==> src/rtl/mem_access_pkg.sv <==
// Shared types and lane helpers for the memory access unit: access sizes,
// FSM states, byte-enable constants and alignment/lane functions.
package mem_access_pkg;

    typedef enum logic [1:0] {
        SIZE_BYTE = 2'd0,
        SIZE_HALF = 2'd1,
        SIZE_WORD = 2'd2
    } mem_size_t;

    typedef enum logic [1:0] {
        ST_IDLE = 2'd0,
        ST_REQ  = 2'd1,
        ST_DONE = 2'd2
    } state_t;

    localparam logic [3:0] BE_NONE = 4'b0000;
    localparam logic [3:0] BE_BYTE = 4'b0001;
    localparam logic [3:0] BE_HALF = 4'b0011;
    localparam logic [3:0] BE_WORD = 4'b1111;

    // The reserved size encoding behaves as a word access everywhere.
    function automatic logic is_aligned(input mem_size_t size, input logic [1:0] lane);
        case (size)
            SIZE_BYTE: is_aligned = 1'b1;
            SIZE_HALF: is_aligned = ~lane[0];
            default:   is_aligned = (lane == 2'b00);
        endcase
    endfunction

    function automatic logic [3:0] lane_be(input mem_size_t size, input logic [1:0] lane);
        case (size)
            SIZE_BYTE: lane_be = BE_BYTE << lane;
            SIZE_HALF: lane_be = BE_HALF << {lane[1], 1'b0};
            default:   lane_be = BE_WORD;
        endcase
    endfunction

    function automatic logic [31:0] lane_wdata(input mem_size_t size, input logic [31:0] wdata);
        case (size)
            SIZE_BYTE: lane_wdata = {4{wdata[7:0]}};
            SIZE_HALF: lane_wdata = {2{wdata[15:0]}};
            default:   lane_wdata = wdata;
        endcase
    endfunction

endpackage

==> src/rtl/mem_access_unit_if.sv <==
// Data-bus interface between the memory access unit (master) and memory (slave).
interface mem_access_unit_if;

    logic        bus_req;
    logic        bus_we;
    logic [3:0]  bus_be;
    logic [31:0] bus_addr;
    logic [31:0] bus_wdata;
    logic        bus_ack;
    logic [31:0] bus_rdata;

    modport master (
        output bus_req, bus_we, bus_be, bus_addr, bus_wdata,
        input  bus_ack, bus_rdata
    );

    modport slave (
        input  bus_req, bus_we, bus_be, bus_addr, bus_wdata,
        output bus_ack, bus_rdata
    );

endinterface

==> src/rtl/mem_access_unit_load_extend.sv <==
// Combinational load formatter: picks the addressed byte/half lane of the
// read word and zero- or sign-extends it to 32 bits.
module load_extend
    import mem_access_pkg::*;
(
    input  logic [31:0] rdata,
    input  logic [1:0]  lane,
    input  mem_size_t   size,
    input  logic        sign_ext,
    output logic [31:0] data
);

    logic [7:0]  byte_sel;
    logic [15:0] half_sel;
    logic        byte_fill;
    logic        half_fill;

    always_comb begin
        case (lane)
            2'd0:    byte_sel = rdata[7:0];
            2'd1:    byte_sel = rdata[15:8];
            2'd2:    byte_sel = rdata[23:16];
            default: byte_sel = rdata[31:24];
        endcase
        half_sel  = lane[1] ? rdata[31:16] : rdata[15:0];
        byte_fill = sign_ext & byte_sel[7];
        half_fill = sign_ext & half_sel[15];
        case (size)
            SIZE_BYTE: data = {{24{byte_fill}}, byte_sel};
            SIZE_HALF: data = {{16{half_fill}}, half_sel};
            default:   data = rdata;
        endcase
    end

endmodule

==> src/rtl/mem_access_unit.sv <==
// Load/store unit: one memory op at a time over a req/ack data bus.
// Optional bus-wait timeout with bus_err output under MEM_ACCESS_TIMEOUT_EN.
module mem_access_unit
    import mem_access_pkg::*;
#(
    parameter int TIMEOUT_CYCLES = 64
) (
    input  logic              clk,
    input  logic              reset,
    input  logic              op_valid,
    input  logic              op_read,
    input  logic              op_write,
    input  mem_size_t         op_size,
    input  logic              op_signed,
    input  logic [31:0]       op_addr,
    input  logic [31:0]       op_wdata,
    input  logic              flush,
    output logic              stall,
    output logic              done,
    output logic [31:0]       mem_data,
    output logic              addr_err,
`ifdef MEM_ACCESS_TIMEOUT_EN
    output logic              bus_err,
`endif
    mem_access_unit_if.master bus
);

    if (TIMEOUT_CYCLES < 1) begin : g_bad_timeout
        $error("TIMEOUT_CYCLES must be at least 1");
    end

    state_t      state;
    logic [31:0] addr_q;
    logic [31:0] wdata_q;
    logic [31:0] mem_data_q;
    mem_size_t   size_q;
    logic        signed_q;
    logic        we_q;
    logic [3:0]  be_q;
    logic        req_q;
    logic        done_q;
    logic        flush_pend;
    logic [31:0] load_data;

    logic op_any;
    logic aligned;
    logic accept;
    logic flush_hit;

`ifdef MEM_ACCESS_TIMEOUT_EN
    localparam int TMO_W = $clog2(TIMEOUT_CYCLES + 1);
    logic [TMO_W-1:0] tmo_cnt;
    logic             bus_err_q;
    assign bus_err = bus_err_q;
`endif

    assign op_any    = op_valid & (op_read | op_write);
    assign aligned   = is_aligned(op_size, op_addr[1:0]);
    assign accept    = (state == ST_IDLE) & op_any & aligned & ~flush & ~reset;
    assign addr_err  = (state == ST_IDLE) & op_any & ~aligned & ~flush & ~reset;
    assign stall     = accept | ((state == ST_REQ) & ~reset);
    assign done      = done_q & ~flush & ~reset;
    assign flush_hit = flush_pend | flush;

    assign mem_data      = mem_data_q;
    assign bus.bus_req   = req_q;
    assign bus.bus_we    = we_q;
    assign bus.bus_be    = be_q;
    assign bus.bus_addr  = {addr_q[31:2], 2'b00};
    assign bus.bus_wdata = wdata_q;

    load_extend u_load_extend (
        .rdata    (bus.bus_rdata),
        .lane     (addr_q[1:0]),
        .size     (size_q),
        .sign_ext (signed_q),
        .data     (load_data)
    );

    always_ff @(posedge clk) begin
        if (reset) begin
            state      <= ST_IDLE;
            addr_q     <= '0;
            wdata_q    <= '0;
            mem_data_q <= '0;
            size_q     <= SIZE_BYTE;
            signed_q   <= 1'b0;
            we_q       <= 1'b0;
            be_q       <= BE_NONE;
            req_q      <= 1'b0;
            done_q     <= 1'b0;
            flush_pend <= 1'b0;
`ifdef MEM_ACCESS_TIMEOUT_EN
            tmo_cnt    <= '0;
            bus_err_q  <= 1'b0;
`endif
        end else begin
            done_q <= 1'b0;
`ifdef MEM_ACCESS_TIMEOUT_EN
            bus_err_q <= 1'b0;
`endif
            case (state)
                ST_IDLE: begin
                    if (accept) begin
                        state      <= ST_REQ;
                        req_q      <= 1'b1;
                        addr_q     <= op_addr;
                        size_q     <= op_size;
                        signed_q   <= op_signed;
                        we_q       <= op_write & ~op_read;
                        be_q       <= lane_be(op_size, op_addr[1:0]);
                        wdata_q    <= lane_wdata(op_size, op_wdata);
                        flush_pend <= 1'b0;
`ifdef MEM_ACCESS_TIMEOUT_EN
                        tmo_cnt    <= '0;
`endif
                    end
                end
                ST_REQ: begin
                    if (bus.bus_ack) begin
                        req_q      <= 1'b0;
                        flush_pend <= 1'b0;
                        // A flushed op still finishes on the bus but reports nothing.
                        if (flush_hit) begin
                            state <= ST_IDLE;
                        end else begin
                            state      <= ST_DONE;
                            done_q     <= 1'b1;
                            mem_data_q <= we_q ? 32'h0 : load_data;
                        end
                    end else begin
                        if (flush) begin
                            flush_pend <= 1'b1;
                        end
`ifdef MEM_ACCESS_TIMEOUT_EN
                        if (tmo_cnt == TMO_W'(TIMEOUT_CYCLES - 1)) begin
                            state      <= ST_IDLE;
                            req_q      <= 1'b0;
                            flush_pend <= 1'b0;
                            bus_err_q  <= 1'b1;
                        end else begin
                            tmo_cnt <= tmo_cnt + 1'b1;
                        end
`endif
                    end
                end
                ST_DONE: state <= ST_IDLE;
                default: state <= ST_IDLE;
            endcase
        end
    end

endmodule

==> src/flat_wrapper.sv <==
// flat-port wrapper written by rule: the top's interface ports become plain ports
module mem_access_unit_flat import mem_access_pkg::*;
#(
    parameter int TIMEOUT_CYCLES = 64
)
  (clk, reset, op_valid, op_read, op_write, op_size, op_signed, op_addr, op_wdata, flush, stall, done, mem_data, addr_err, bus_bus_req, bus_bus_we, bus_bus_be, bus_bus_addr, bus_bus_wdata, bus_bus_ack, bus_bus_rdata);
  mem_access_unit_if bus_i ();
  input  logic clk;
  input  logic reset;
  input  logic op_valid;
  input  logic op_read;
  input  logic op_write;
  input  mem_size_t op_size;
  input  logic op_signed;
  input  logic [31:0] op_addr;
  input  logic [31:0] op_wdata;
  input  logic flush;
  output logic stall;
  output logic done;
  output logic [31:0] mem_data;
  output logic addr_err;
  output wire logic [$bits(bus_i.bus_req)-1:0] bus_bus_req;
  output wire logic [$bits(bus_i.bus_we)-1:0] bus_bus_we;
  output wire logic [$bits(bus_i.bus_be)-1:0] bus_bus_be;
  output wire logic [$bits(bus_i.bus_addr)-1:0] bus_bus_addr;
  output wire logic [$bits(bus_i.bus_wdata)-1:0] bus_bus_wdata;
  input wire logic [$bits(bus_i.bus_ack)-1:0] bus_bus_ack;
  input wire logic [$bits(bus_i.bus_rdata)-1:0] bus_bus_rdata;
  assign bus_bus_req = bus_i.bus_req;
  assign bus_bus_we = bus_i.bus_we;
  assign bus_bus_be = bus_i.bus_be;
  assign bus_bus_addr = bus_i.bus_addr;
  assign bus_bus_wdata = bus_i.bus_wdata;
  assign bus_i.bus_ack = bus_bus_ack;
  assign bus_i.bus_rdata = bus_bus_rdata;
  mem_access_unit #(.TIMEOUT_CYCLES(TIMEOUT_CYCLES)) u_core (.clk(clk), .reset(reset), .op_valid(op_valid), .op_read(op_read), .op_write(op_write), .op_size(op_size), .op_signed(op_signed), .op_addr(op_addr), .op_wdata(op_wdata), .flush(flush), .stall(stall), .done(done), .mem_data(mem_data), .addr_err(addr_err), .bus(bus_i));
endmodule
==> config.mk <==
export PLATFORM = sky130hd
export DESIGN_NAME = mem_access_unit_flat
export DESIGN_NICKNAME = d
export VERILOG_FILES = /design/src/rtl/mem_access_pkg.sv /design/src/rtl/mem_access_unit_if.sv /design/src/rtl/mem_access_unit_load_extend.sv /design/src/rtl/mem_access_unit.sv /design/src/flat_wrapper.sv
export SDC_FILE = /design/constraint.sdc
export NUM_CORES = 1
export LEC_CHECK = 0
export CAP_MARGIN = 15
export CORE_AREA = 2 2 128 142
export CTS_CLUSTER_SIZE = 12
export DETAILED_ROUTE_END_ITERATION = 6
export DIE_AREA = 0 0 130 144
export GPL_TIMING_DRIVEN = 0
export PLACE_DENSITY = 0.61
export SLEW_MARGIN = 0
export SYNTH_ARGS = -nofsm -noshare
export SYNTH_HDL_FRONTEND = slang
export SYNTH_SLANG_ARGS = --single-unit
==> constraint.sdc <==
create_clock -name clk -period 1.62 [get_ports clk]
set_input_delay 0.324 -clock clk [delete_from_list [all_inputs] [get_ports clk]]
set_output_delay 0.324 -clock clk [all_outputs]
set_load 0.02 [all_outputs]
After elaboration in Yosys (flattened, before gate mapping)
Cells that the tools add are included.

Bits in registers: 109. Bits of input ports: 106. Output and inout port bits: 105. Word-level logic and storage cells: 77.

Equal/unequal tests: 8. Bitwise operators: 25. Multiplexer cells: 19. Reductions and logical operators: 12. Shift-type cells: 2.

Operators by type and width (count): 32-bit one-hot mux with 2 select lines (2); 32-bit 2-to-1 mux (1); 8-bit one-hot mux with 3 select lines (1); 16-bit 2-to-1 mux (1); 1-bit AND (14); 2-bit logical NOT (5); 3-bit AND reduction (3); 2-bit by 1-bit equality test with 1-bit output, second input constant (4); 1-bit inverter (8); 4-bit one-hot mux with 2 select lines (1); 1-bit 2-to-1 mux (6); 2-bit 2-to-1 mux (3); 1-bit one-hot mux with 2 select lines (3); 2-bit one-hot mux with 2 select lines (1); 2-bit AND reduction (2); 1-bit by 2-bit << shifter with 4-bit output, first input constant (1); 2-bit by 2-bit << shifter with 4-bit output, first input constant (1); 3-bit inequality test, second input constant (1); 1-bit bitwise OR (3); 3-bit OR reduction (1); 2-bit equality test, second input constant (1); 2-bit by 1-bit inequality test with 1-bit output, second input constant (1); 2-bit inequality test, second input constant (1); 2-bit nonzero test (1).

Logic depth before layout (Yosys ltp)
Depth in word-level cells: 8. Gate-level depth with buffers: 7. Gate-level depth less buffers: 4.

Modules after synthesis
From an unflattened synthesis, not the netlist that was laid out.

Cell total of the unflattened synthesis: 616. Area total of the unflattened synthesis: 5388.9 um^2.

By module, submodules not included: mem_access_unit (cells an instance 501, seq. area each 2182.1 um^2, times used 1, area an instance 4513.1 um^2); load_extend (cells an instance 115, seq. area each 0.0 um^2, times used 1, area an instance 875.8 um^2).

Worst setup path after synthesis
No wires, ideal clock.

Path kind: in2out. Start point: input port reset. End point: output port stall. Slack: -130 ps. Required time: 1296 ps. Buffers on the path: 3. Arrival time: 1426 ps. Stages on the path: 7. Path through: buf_2 -> nor2_1 -> o2111a_1 -> buf_2 -> buf_2 -> nand2_1 -> o21ai_0.

Longest elaborated chain between the ends: 3. Elaborated cells between the ends (all ways): 4.

RTL lines: start: declaration (RTL line flat_wrapper.sv:9) `input logic reset;`; 1-bit inverter * (RTL line mem_access_unit.sv:59, mem_access_unit.sv:61); 1-bit AND (on tied branches) (RTL line mem_access_unit.sv:59, mem_access_unit.sv:61); 1-bit bitwise OR * (RTL line mem_access_unit.sv:61) `assign stall = accept | ((state == ST_REQ) & ~reset);`; end: declaration (RTL line flat_wrapper.sv:18) `output logic stall;`.

Every way passes the cells marked *; elsewhere a longest branch is shown, timed or not.

Worst setup path after layout
Start point: register u_core.state[0]. End point: output port stall.

Longest elaborated chain between the ends: 6. Elaborated cells between the ends (all ways): 8.

RTL lines: start: declaration (RTL line mem_access_unit.sv:32) `state_t state;`; start signal: assignment (RTL line mem_access_unit.sv:82) `state <= ST_IDLE;`; start signal: assignment (RTL line mem_access_unit.sv:105) `state <= ST_REQ;`; start signal: assignment (RTL line mem_access_unit.sv:125) `state <= ST_IDLE;`; 2-bit logical NOT (RTL line mem_access_unit.sv:59) `assign accept = (state == ST_IDLE) & op_any & aligned & ~flush & ~reset;`; 1-bit AND (4 in a row) (RTL line mem_access_unit.sv:59); 1-bit bitwise OR * (RTL line mem_access_unit.sv:61).

Marked as above.

==> run metrics <==
Relative slew margins 63.4%; height of the die 144 um; FP Rows 51; Synth Area in Adders 0%; Max-Cap Viols 0; xor/xnor share of the synthesized area 0%; Post-synth EDFFs 0; top cell family by delay on the critical path flip-flops; Worst Tran Pin Value 547 ps; Mapped Cells 582; drt total wl 18600 um; Seq pwr share ~46%; mux contribution to synthesized area 5.55%; Crit. End Element output pin; Final min period 1810 ps; final hold vios 0; main combinational cell family by area after synthesis compound AO/OA/AOI/OAI gates; violated checks negative setup slack; Min Hold Slack 378 ps; GR Overflow Total 0; per-cell routed wire length between 15 and 20 um; gpl congestion 0.793; first-pass GRT wire length 27800 um; worst r2r src u_core.addr_q[1]; FF-to-FF End u_core.mem_data[10]; DR DRC count 0; Setup-failing EPs final 10; die area around 0.019 sq mm; combinational share of power 16.1%; CTS Buffer Depth 2; Critical Path RT 1300 ps; worst vdd ir 482 uV; Switching Share 27.1%; Area Overhead vs Synth 55.0%; Placement Cell Area 0.00750 sq mm; Max stage delay on crit path 370 ps; P_sw between 1500 and 2000 uW; Power, Total roughly 6000 uW; area fraction in compound gates after synthesis 30.7%; vias in the first global route 5077; Hold Path Origin op_addr[0]; CTS Root Cell clkbuf_16; drt pass-1 iters 5; Fillers 1765; fin area about 0.0079 sq mm; Warnings, synthesis 0; R2R depth 4; Initial Utilization 29.4%; RSZ-0062 raised after global routing true; Total GRT Usage 19.3%; Detailed Route Iter0 Violations 317; largest net degree at the start of global routing 19; Final Net Count 919; Async SR Flop Fraction 0%; hold worst-path end u_core.addr_q[0]; Crit path buffers/inverters 3; die width 130 um; CP Cell Sequence nor2_4 -> o2111a_1 -> buf_6 -> buf_6 -> nand2_4 -> o21ai_2 -> buf_6; pwr dens roughly 760 mW/mm^2; critical path class reg -> out; initial antenna violation count 1; Vias per Instance 5.04; clock power share 38.3%; Worst setup SP type register; clock buffer count from CTS 9; Hold Path Stages 3; IO Port Bufs 207; Max Clk Rate 552 MHz; DP HPWL 13600 um; Worst Path Max Fanout 4; worst endpoint data arrival time ~1500 ps; Post-Synth Simple-Gate Area 10.8%; clock skew around 4.7 ps; post-route ant nets 0; setup ws final -190 ps; #FFs+latches synth 109; DR vias 5336; P_leak 0.00336 uW; Clk Latency, worst-skew pair 360 ps; layout cells sized above 1 16.9%; core box area 0.0174 sq mm; CTS tree done; Clock transition at path regs 70 ps; Worst path slowest cell dfxtp_4; syn_area_per_cell 8.79 sq um; Int Power roughly 4400 uW; status finished, violations left; ys flop type dfxtp_1; sequential fraction of the synthesis area 42.6%; period utilization 112%; CP dominant cell by count buf_6; unique cell type count in the Yosys netlist 46; io pins 211; H-tree levels 3; Netlist Area Pre-Place 0.00512 sq mm; Hold Crit Class in -> reg; Slew Limit Fails 0; register-to-register setup slack -40 ps; clock sinks 109
## layer usage
layer  wire [um]  GRT usage [%]  vias up
met5           0              0        -
met2        8470           30.6      211
met3        1660           5.62       19
li1            -              -     2598
met4         330           6.73        0
met1        8110           24.9     2508
## per-stage QoR
step / utilization (%) / std cells / setup TNS, ps / worst slack, ps
3_5_place_dp: 43.0 / 1028 / -83820 / -1410
3_3_place_gp: 43.0 / 1028 / -82020 / -1410
4_1_cts: 44.9 / 1053 / -575 / -175
2_1_floorplan: - / 583 / -25.7 / -25.7
5_1_grt: 45.5 / 1057 / -1090 / -248
6_report: 45.6 / 1058 / -550 / -190
## cell usage in the layout, fill, tap and decap left out, types with 9 or more instances in the layout
cell type	instances
clkdlybuf4s50_1	92
nand2b_1	11
buf_6	11
o2bb2ai_1	18
clkbuf_1	13
o21ai_0	62
buf_4	49
dfxtp_1	106
dlygate4sd2_1	112
nand2_1	32
mux2i_1	16
a21oi_1	93
clkbuf_2	17
mux2_2	9
nand3_1	44
a311oi_1	11
a32o_1	13
clkbuf_16	9
## flip-flops by register name, indices dropped and copies added (netlist names)
register	cells
u_core.size_q	2
u_core.bus.bus_be	4
u_core.signed_q	1
u_core.bus.bus_req	1
u_core.bus.bus_wdata	32
u_core.state	2
u_core.done_q	1
u_core.mem_data	32
u_core.bus.bus_we	1
u_core.addr_q	32
u_core.flush_pend	1
## synthesized netlist by cell type (4+ instances only)
cell,count,area [sq um]
nand2_1,33,124
inv_1,4,15.0
o2bb2ai_1,18,158
nor2b_1,4,25.0
mux2i_1,16,160
o32a_1,6,60.1
a311oi_1,11,96.3
nor2_1,6,22.5
o21ai_0,64,320
mux2_2,9,101
nand2b_1,11,68.8
nand3_1,44,220
a32o_1,13,130
clkbuf_1,30,113
o2111ai_1,9,78.8
buf_4,35,263
buf_2,22,110
a211o_1,6,52.6
a211oi_1,9,67.6
a21oi_1,93,465
dfxtp_1,109,2180
## power by group through the flow
| stage | sequential [uW] | combinational, uW | clock [uW] |
|---|---|---|---|
| after global routing | 2750 | 1040 | 2460 |
| final | 2750 | 968 | 2310 |
| after detailed placement | 2810 | 944 | 0 |
| after CTS | 2750 | 950 | 2370 |
| after global placement | 2810 | 945 | 0 |
| after floorplan | 2840 | 397 | 0 |
## cell type report
type                            instances  area (sq um)  area share, %
Antenna cell                            2          5.00         0.0631
Buffer                                 90           598           7.54
Clock buffer                            9           225           2.84
Clock inverter                          7          75.1          0.946
Inverter                                5          18.8          0.236
Multi-Input combinational cell        379          2500           31.5
Sequential cell                       109          2190           27.6
Tap cell                              238           298           3.75
Timing Repair Buffer                  219          2030           25.6
## kinds of logic (layout without fill, tap and decap cells)
kind of cell           Yosys count  after routing
AOI/OAI and AO/OA              243            243
buffers and inverters           95            330
DFF                            109            109
muxes                           26             26
other                            1              4
and+or+nand+nor                108            108
## worst max-delay path by stage
stage | startpoint | end | depth (start not counted)
3_5_place_dp | flush | addr_err | 6
2_1_floorplan | reset | stall | 7
6_report | u_core.state[0] | stall | 7
5_1_grt | u_core.state[0] | stall | 7
4_1_cts | u_core.state[1] | stall | 7
3_3_place_gp | flush | addr_err | 6
## worst reg2reg max path, stage by stage, from the launching register on
cell and delay [ps]:
dfxtp_4 380, mux4_2 530, a31oi_4 290, nand2_1 110
a32o_1 250
## repair_timing
action                                  4_1_cts  5_1_grt
endpoints found under the hold margin         0        0
endpoints found under the setup margin      209       89
hold buffers                                  0        0
gates resized for setup                     158       48
pin swaps                                    13        9
setup buffers                                 9        3
Note: power is estimated with default switching activity, not from simulation.
